[src/rtl/cc_pkg.sv]
// Shared constants and types for the convolution post-processor.
package cc_pkg;

  localparam int unsigned SampleW  = 19;  // convolution result width
  localparam int unsigned OutW     = 8;   // normalized output width
  localparam int unsigned MaxLen   = 17;  // longest convolution result
  localparam int unsigned ShiftW   = 4;   // width of the SHIFT output
  localparam int unsigned MaxShift = 11;  // largest shift ever needed for SampleW -> OutW

  typedef enum logic [1:0] {
    StIdle,
    StLoad,
    StNorm,
    StOutput
  } state_e;

endpackage

[src/rtl/cc_sample_buf.sv]
// Burst sample storage: Depth x SampleW registers, one write port, one async read port.
// Contents are not reset; every location is written before it is read.
module cc_sample_buf
  import cc_pkg::*;
#(
  parameter int unsigned Depth = MaxLen,
  parameter int unsigned AddrW = $clog2(Depth + 1)
) (
  input  logic                      clk_i,
  input  logic                      we_i,
  input  logic [AddrW-1:0]          waddr_i,
  input  logic signed [SampleW-1:0] wdata_i,
  input  logic [AddrW-1:0]          raddr_i,
  output logic signed [SampleW-1:0] rdata_o
);

  logic signed [SampleW-1:0] mem_q [Depth];

  // Single write port, no reset on the storage array.
  always_ff @(posedge clk_i) begin
    if (we_i) begin
      mem_q[waddr_i] <= wdata_i;
    end
  end

  assign rdata_o = mem_q[raddr_i];

endmodule

[src/rtl/cc_postproc.sv]
// Convolution post-processor: buffers a burst, picks the smallest arithmetic right shift that
// fits every sample into 8 signed bits, then replays the burst normalized by that shift.
// Optional feature macro: POSTPROC_ROUND_EN (round-half-up before shifting, saturate to 8 bits).
module cc_postproc
  import cc_pkg::*;
#(
  parameter int unsigned MAX_LEN = MaxLen
) (
  input  logic                      clk_i,
  input  logic                      rst_ni,
  input  logic                      in_valid_i,
  input  logic signed [SampleW-1:0] in_i,
  output logic                      out_valid_o,
  output logic signed [OutW-1:0]    out_o,
  output logic [ShiftW-1:0]         shift_o
);

  localparam int unsigned CntW = $clog2(MAX_LEN + 1);
  localparam logic [CntW-1:0] MaxCnt = CntW'(MAX_LEN);
  localparam logic signed [SampleW-1:0] FitMax = SampleW'(127);
  localparam logic signed [SampleW-1:0] FitMin = -SampleW'(128);

  state_e state_q, state_d;
  logic [CntW-1:0] count_q, count_d;
  logic [CntW-1:0] rd_idx_q, rd_idx_d;
  logic signed [SampleW-1:0] max_q, max_d, min_q, min_d;
  logic [ShiftW-1:0] shift_q, shift_d, shift_sel;

  logic                      buf_we;
  logic [CntW-1:0]           buf_waddr;
  logic signed [SampleW-1:0] rd_data;
  logic signed [OutW-1:0]    out_val;

  cc_sample_buf #(
    .Depth (MAX_LEN),
    .AddrW (CntW)
  ) u_buf (
    .clk_i   (clk_i),
    .we_i    (buf_we),
    .waddr_i (buf_waddr),
    .wdata_i (in_i),
    .raddr_i (rd_idx_q),
    .rdata_o (rd_data)
  );

  // State and datapath registers.
  always_ff @(posedge clk_i or negedge rst_ni) begin
    if (!rst_ni) begin
      state_q  <= StIdle;
      count_q  <= '0;
      rd_idx_q <= '0;
      max_q    <= '0;
      min_q    <= '0;
      shift_q  <= '0;
    end else begin
      state_q  <= state_d;
      count_q  <= count_d;
      rd_idx_q <= rd_idx_d;
      max_q    <= max_d;
      min_q    <= min_d;
      shift_q  <= shift_d;
    end
  end

  // Next-state logic.
  always_comb begin
    state_d = state_q;
    unique case (state_q)
      StIdle:   if (in_valid_i) state_d = StLoad;
      StLoad:   if (!in_valid_i) state_d = StNorm;
      StNorm:   state_d = StOutput;
      StOutput: if (rd_idx_q == count_q - CntW'(1)) state_d = StIdle;
      default:  state_d = StIdle;
    endcase
  end

  // Smallest shift that fits both extremes; scanning downward leaves the smallest fitting one.
  always_comb begin
    shift_sel = ShiftW'(MaxShift);
    for (int s = int'(MaxShift); s >= 0; s--) begin
      if ((max_q >>> s) <= FitMax && (min_q >>> s) >= FitMin) begin
        shift_sel = ShiftW'(s);
      end
    end
  end

  // Datapath next-state: capture, running extremes, shift latch, read pointer.
  always_comb begin
    count_d   = count_q;
    rd_idx_d  = rd_idx_q;
    max_d     = max_q;
    min_d     = min_q;
    shift_d   = shift_q;
    buf_we    = 1'b0;
    buf_waddr = count_q;
    unique case (state_q)
      StIdle: begin
        if (in_valid_i) begin
          buf_we    = 1'b1;
          buf_waddr = '0;
          count_d   = CntW'(1);
          rd_idx_d  = '0;
          max_d     = in_i;
          min_d     = in_i;
        end
      end
      StLoad: begin
        // Samples beyond MAX_LEN are dropped and do not affect the extremes.
        if (in_valid_i && count_q < MaxCnt) begin
          buf_we  = 1'b1;
          count_d = count_q + CntW'(1);
          if (in_i > max_q) max_d = in_i;
          if (in_i < min_q) min_d = in_i;
        end
      end
      StNorm:   shift_d  = shift_sel;
      StOutput: rd_idx_d = rd_idx_q + CntW'(1);
      default: ;
    endcase
  end

`ifdef POSTPROC_ROUND_EN
  localparam logic signed [SampleW:0] SatMax = (SampleW + 1)'(127);
  localparam logic signed [SampleW:0] SatMin = -(SampleW + 1)'(128);
  logic signed [SampleW:0] rnd_sum, rnd_shr;

  // Round half up, then saturate to the output range.
  always_comb begin
    rnd_sum = {rd_data[SampleW-1], rd_data};
    if (shift_q != '0) begin
      rnd_sum = rnd_sum + ((SampleW + 1)'(1) << (shift_q - ShiftW'(1)));
    end
    rnd_shr = rnd_sum >>> shift_q;
    if (rnd_shr > SatMax) begin
      out_val = OutW'(127);
    end else if (rnd_shr < SatMin) begin
      out_val = -OutW'(128);
    end else begin
      out_val = OutW'(rnd_shr);
    end
  end
`else
  // Floor shift; the chosen shift guarantees the result fits in OutW bits.
  always_comb begin
    out_val = OutW'(rd_data >>> shift_q);
  end
`endif

  // Outputs are forced to zero outside the replay window.
  always_comb begin
    out_valid_o = (state_q == StOutput);
    out_o       = out_valid_o ? out_val : '0;
    shift_o     = out_valid_o ? shift_q : '0;
  end

endmodule

[config.mk]
export PLATFORM = sky130hd
export DESIGN_NAME = cc_postproc
export DESIGN_NICKNAME = d
export VERILOG_FILES = /design/src/rtl/cc_pkg.sv /design/src/rtl/cc_sample_buf.sv /design/src/rtl/cc_postproc.sv
export SDC_FILE = /design/constraint.sdc
export NUM_CORES = 1
export LEC_CHECK = 0
export BUFFER_PORTS_ARGS = -buffer_cell sky130_fd_sc_hd__buf_2
export CORE_UTILIZATION = 35
export DETAILED_ROUTE_END_ITERATION = 12
export GPL_TIMING_DRIVEN = 0
export HOLD_SLACK_MARGIN = 0.05
export PLACE_DENSITY = 0.57
export RECOVER_POWER = 50
export SLEW_MARGIN = 5
export SYNTH_ARGS = -nofsm -noshare
export SYNTH_HDL_FRONTEND = slang
export SYNTH_SLANG_ARGS = --single-unit
[constraint.sdc]
create_clock -name clk_i -period 4.7 [get_ports clk_i]
set_input_delay 0.94 -clock clk_i [delete_from_list [all_inputs] [get_ports clk_i]]
set_output_delay 0.94 -clock clk_i [all_outputs]
set_load 0.01 [all_outputs]
==> results list <==
- In the synthesized netlist the dominant register cell turns out to be edfxtp_1.
- The netlist uses 67 different library cells.
* Highest metal used: met5
- Cell at the slowest stage of the critical path: mux4_2
* Static leakage: 6.977 nW
- After synthesis, flip-flops and latches occupy 65.02% of the total area.
* Critical Path, Cell by Cell: buf_6 > buf_12 > buf_12 > mux4_2 > a22o_4 > o41ai_4 > o22ai_1 > mux2_2 > a31oi_1 > nand2_2 > buf_6
* Drt pass-1 iters: 5
* Worst Path Class, Setup: flop to primary output
- Data arrives at the worst endpoint at 3.74 ns.
- The final reports fail on capacitance limit, slew limit.
* Worst-case vdd ir drop: 0.2642 mV
- Initial core utilization: 35.52%
* Shortest period the worst path allows: 4.678 ns
- Number of rows in the core area: 80
- Compared with the post-synthesis result, the final layout area differs by 18.71%.
- Seq cells post-synth: 377
- The hold violation total from the final report is 0.
- For this design the total switching power over the nets is 4.293 mW.
- Count of mapped cells out of synthesis: 1,132
* Remaining global-route overflow: 0
- For this run, the share of the core covered by cells in the final layout is 42.17%.
* Vias in the first global route: 10.62k
* Most frequent cell after synthesis: edfxtp_1
- Placed wire-length estimate: 29,570 um
* Warnings from Yosys: 0
- Setup violations remaining at the end of the flow were counted as 0.
- The tool flagged a number of max-cap violations equal to 1.
* Critical Path Fanout Max: 6
- Number of antenna violations at the first check in global routing: 1
- The die is 222.4 um tall.
- The run finished, with violations left.
* Detailed-route wire length on metal 1: 20,020 um
- Dominant cell type by area after synthesis: edfxtp_1
* Final max-slew violation count: 55
* Worst setup path start: rd_idx_q[0]
- Placer's final routability congestion estimate: 0.8696
- Cell types with the largest area share after synthesis: edfxtp_1, dfrtp_1, mux4_2, mux2i_1, ha_1
- CORE AREA: 0.04785 mm2
- DR vias: 10.50k
- Combinational logic is responsible for 40.1% of the overall power.
- For this design the ratio of total power to cell area is 608.8 mW/mm2.
- The H-tree generated during clock tree synthesis spans 2 levels.
* Highest clock rate: 213.8 MHz
* Total detailed-routing wirelength: 45,120 um
- Net switching is 34.94% of the power.
- Worst EP required: 3.76 ns
- Worst Max-Slew Pin Slew: 3.215 ns
* Final Instance Area: 0.02018 mm2
- After synthesis, the share of flip-flops with an asynchronous set or reset is 14.32%.
* Cell internal power dissipation: 7.991 mW
* Mapped Nets: 1,198
- After the last flow step, the layout net total stands at 1,314.
* Placed standard-cell area: 0.01817 mm2
- TritonCTS clock tree: built
- Violation count after the first detailed-routing iteration: 1,110
- Unrepaired setup endpoints after global routing: yes
- Wire length of the first global-routing pass: 67,110 um
- Sequential share of power: 34.4%
* Root buf cell: clkbuf_16
* # fillers: 4,338
* IO buf count: 34
- The detail route stage leaves a number of antenna-violating nets equal to 0.
- Hold buffers post-CTS: 0
- Clock group share of total power: 25.6%
- Vias per cell: 5.541
- The die covers 0.04944 mm2.
* DRC violation count after routing: 0
- The clock passes through at most 3 buffers.
- The worst hold path belongs to the class flop to flop.
* Pin count of the biggest net entering global routing: 55
- Clock sinks: 377
* Summed instance area of the synthesized netlist: 0.01700 mm2
- Placement-stage worst setup slack: -0.4587 ns
- Critical path buffers and inverters: 4
- Global routing usage summed across all routing layers: 18.20%
* Critical path launch point type: flop
- In this run the tightest slew margin relative to its limit is -114.3%.
- Setup total negative slack on the finished layout was measured at 0 ns.
- Worst reg2reg startpoint: count_q[2]
- The routed design uses 2683 um of met3 wire.
- By count the netlist is led by edfxtp_1, mux2i_1, dfrtp_1, mux4_2.
* Clock transition at the registers of the reported paths: 0.06 ns
- Top-level port count: 35
- The worst path uses 99.53% of the clock period.
- Crit path max-delay family: compound AO/OA/AOI/OAI gates
- Clock latency on the worst-skew pair: 0.55 ns
- The routed design uses 21,330 um of met2 wire.
* TritonCTS buffer count: 40
* Ratio of cells with drive above 1 in the final layout: 22.28%
* Delay contributed by the slowest stage of the critical path: 0.51 ns
- Endpoint type of the worst setup path: primary output
- In this run the most critical hold path is launched from max_q[3].
* Die width: 222.4 um
* Mean routed wirelength per cell: 23.81 um
* PnR worst setup slack: 0.02222 ns
- Number of synthesized flops with an enable pin: 323
* Largest clock skew in the final design: 0.01272 ns
* Minimum hold slack: 0.5056 ns
- Mean instance size in the synthesized netlist: 15.01 um2
* Area fraction of the dominant cell type after synthesis: 57.07%
what timing repair did:
item	in CTS	in global routing
pin swaps	12	16
gates resized for setup	74	29
endpoints found under the setup margin	8	7
buffers inserted	17	11
gates cloned	1	2
layout make-up:
| type | count | area, um2 | share of cell area, % |
|---|---|---|---|
| Clock inverter | 20 | 177.7 | 0.8806 |
| Buffer | 69 | 473.0 | 2.344 |
| Timing Repair Buffer | 75 | 584.3 | 2.896 |
| Multi-Input combinational cell | 630 | 5791 | 28.70 |
| Clock buffer | 53 | 1121 | 5.557 |
| Antenna cell | 1 | 2.502 | 0.01240 |
| Inverter | 55 | 206.4 | 1.023 |
| Sequential cell | 377 | 11050 | 54.77 |
| Tap cell | 615 | 769.5 | 3.814 |
layout by cell type (no fill, tap or decap), types with 12 or more instances in the layout:
cell,netlist,layout
clkbuf_16,0,43
a22o_1,17,14
edfxtp_1,323,323
buf_4,3,34
mux2_2,26,26
mux2i_1,70,63
a21oi_1,48,45
ha_1,44,44
mux4_2,54,54
nand2_1,53,51
inv_1,53,53
o22ai_1,52,48
o311ai_0,19,19
clkbuf_1,43,61
buf_2,9,15
nor2_1,47,32
a21o_1,12,12
o21ai_0,28,27
nand4_1,31,31
dfrtp_1,54,54
metrics by stage:
| stage | total power, mW | std cells |
|---|---|---|
| 6_report | 12.28 | 1895 |
| 5_1_grt | 12.88 | 1894 |
| 4_1_cts | 12.07 | 1881 |
| 3_5_place_dp | 8.514 | 1791 |
| 3_3_place_gp | 8.400 | 1781 |
| 2_1_floorplan | 7.184 | 1132 |
layer usage:
metal | up-vias | track usage [%]
met1 | 5356 | 24.69
met4 | 2 | 4.939
li1 | 4737 | -
met3 | 74 | 3.478
met2 | 331 | 29.86
met5 | - | 0
power by group through the flow:
stage                     combinational [mW]  sequential [mW]  clock (mW)
after floorplan                         2.98             4.20           0
after global placement                  4.13             4.27           0
after detailed placement                4.24             4.28           0
after CTS                               4.67             4.22        3.19
after global routing                    5.31             4.26        3.31
final                                   4.92             4.22        3.14
path summary, 6_finish.rpt:
path,slack (ns),cells past startpoint,to
min,0.51,1,max_q[3]
max,0.02,11,out_o[3]
max reg2reg,1.38,7,u_buf.mem_q[5][15]
max in group asynchronous,1.42,1,count_q[2]
min reg2reg,0.51,1,max_q[3]
min in group asynchronous,1.47,1,max_q[12]
state kept, by name, indices dropped and copies added (netlist names):
name / cells
count_q: 5
min_q: 19
shift_q: 4
rd_idx_q: 5
max_q: 19
u_buf.mem_q: 323
state_q: 2
logic make-up after synthesis:
family,Yosys count,share of synthesized area [%]
flops,377,65.02
compound gates,228,9.114
simple gates,200,5.934
mux,151,13.16
buf+inv,125,3.173
fa+ha+maj,44,3.239
xor+xnor,7,0.3608
Power figures use the tool's default switching activity.
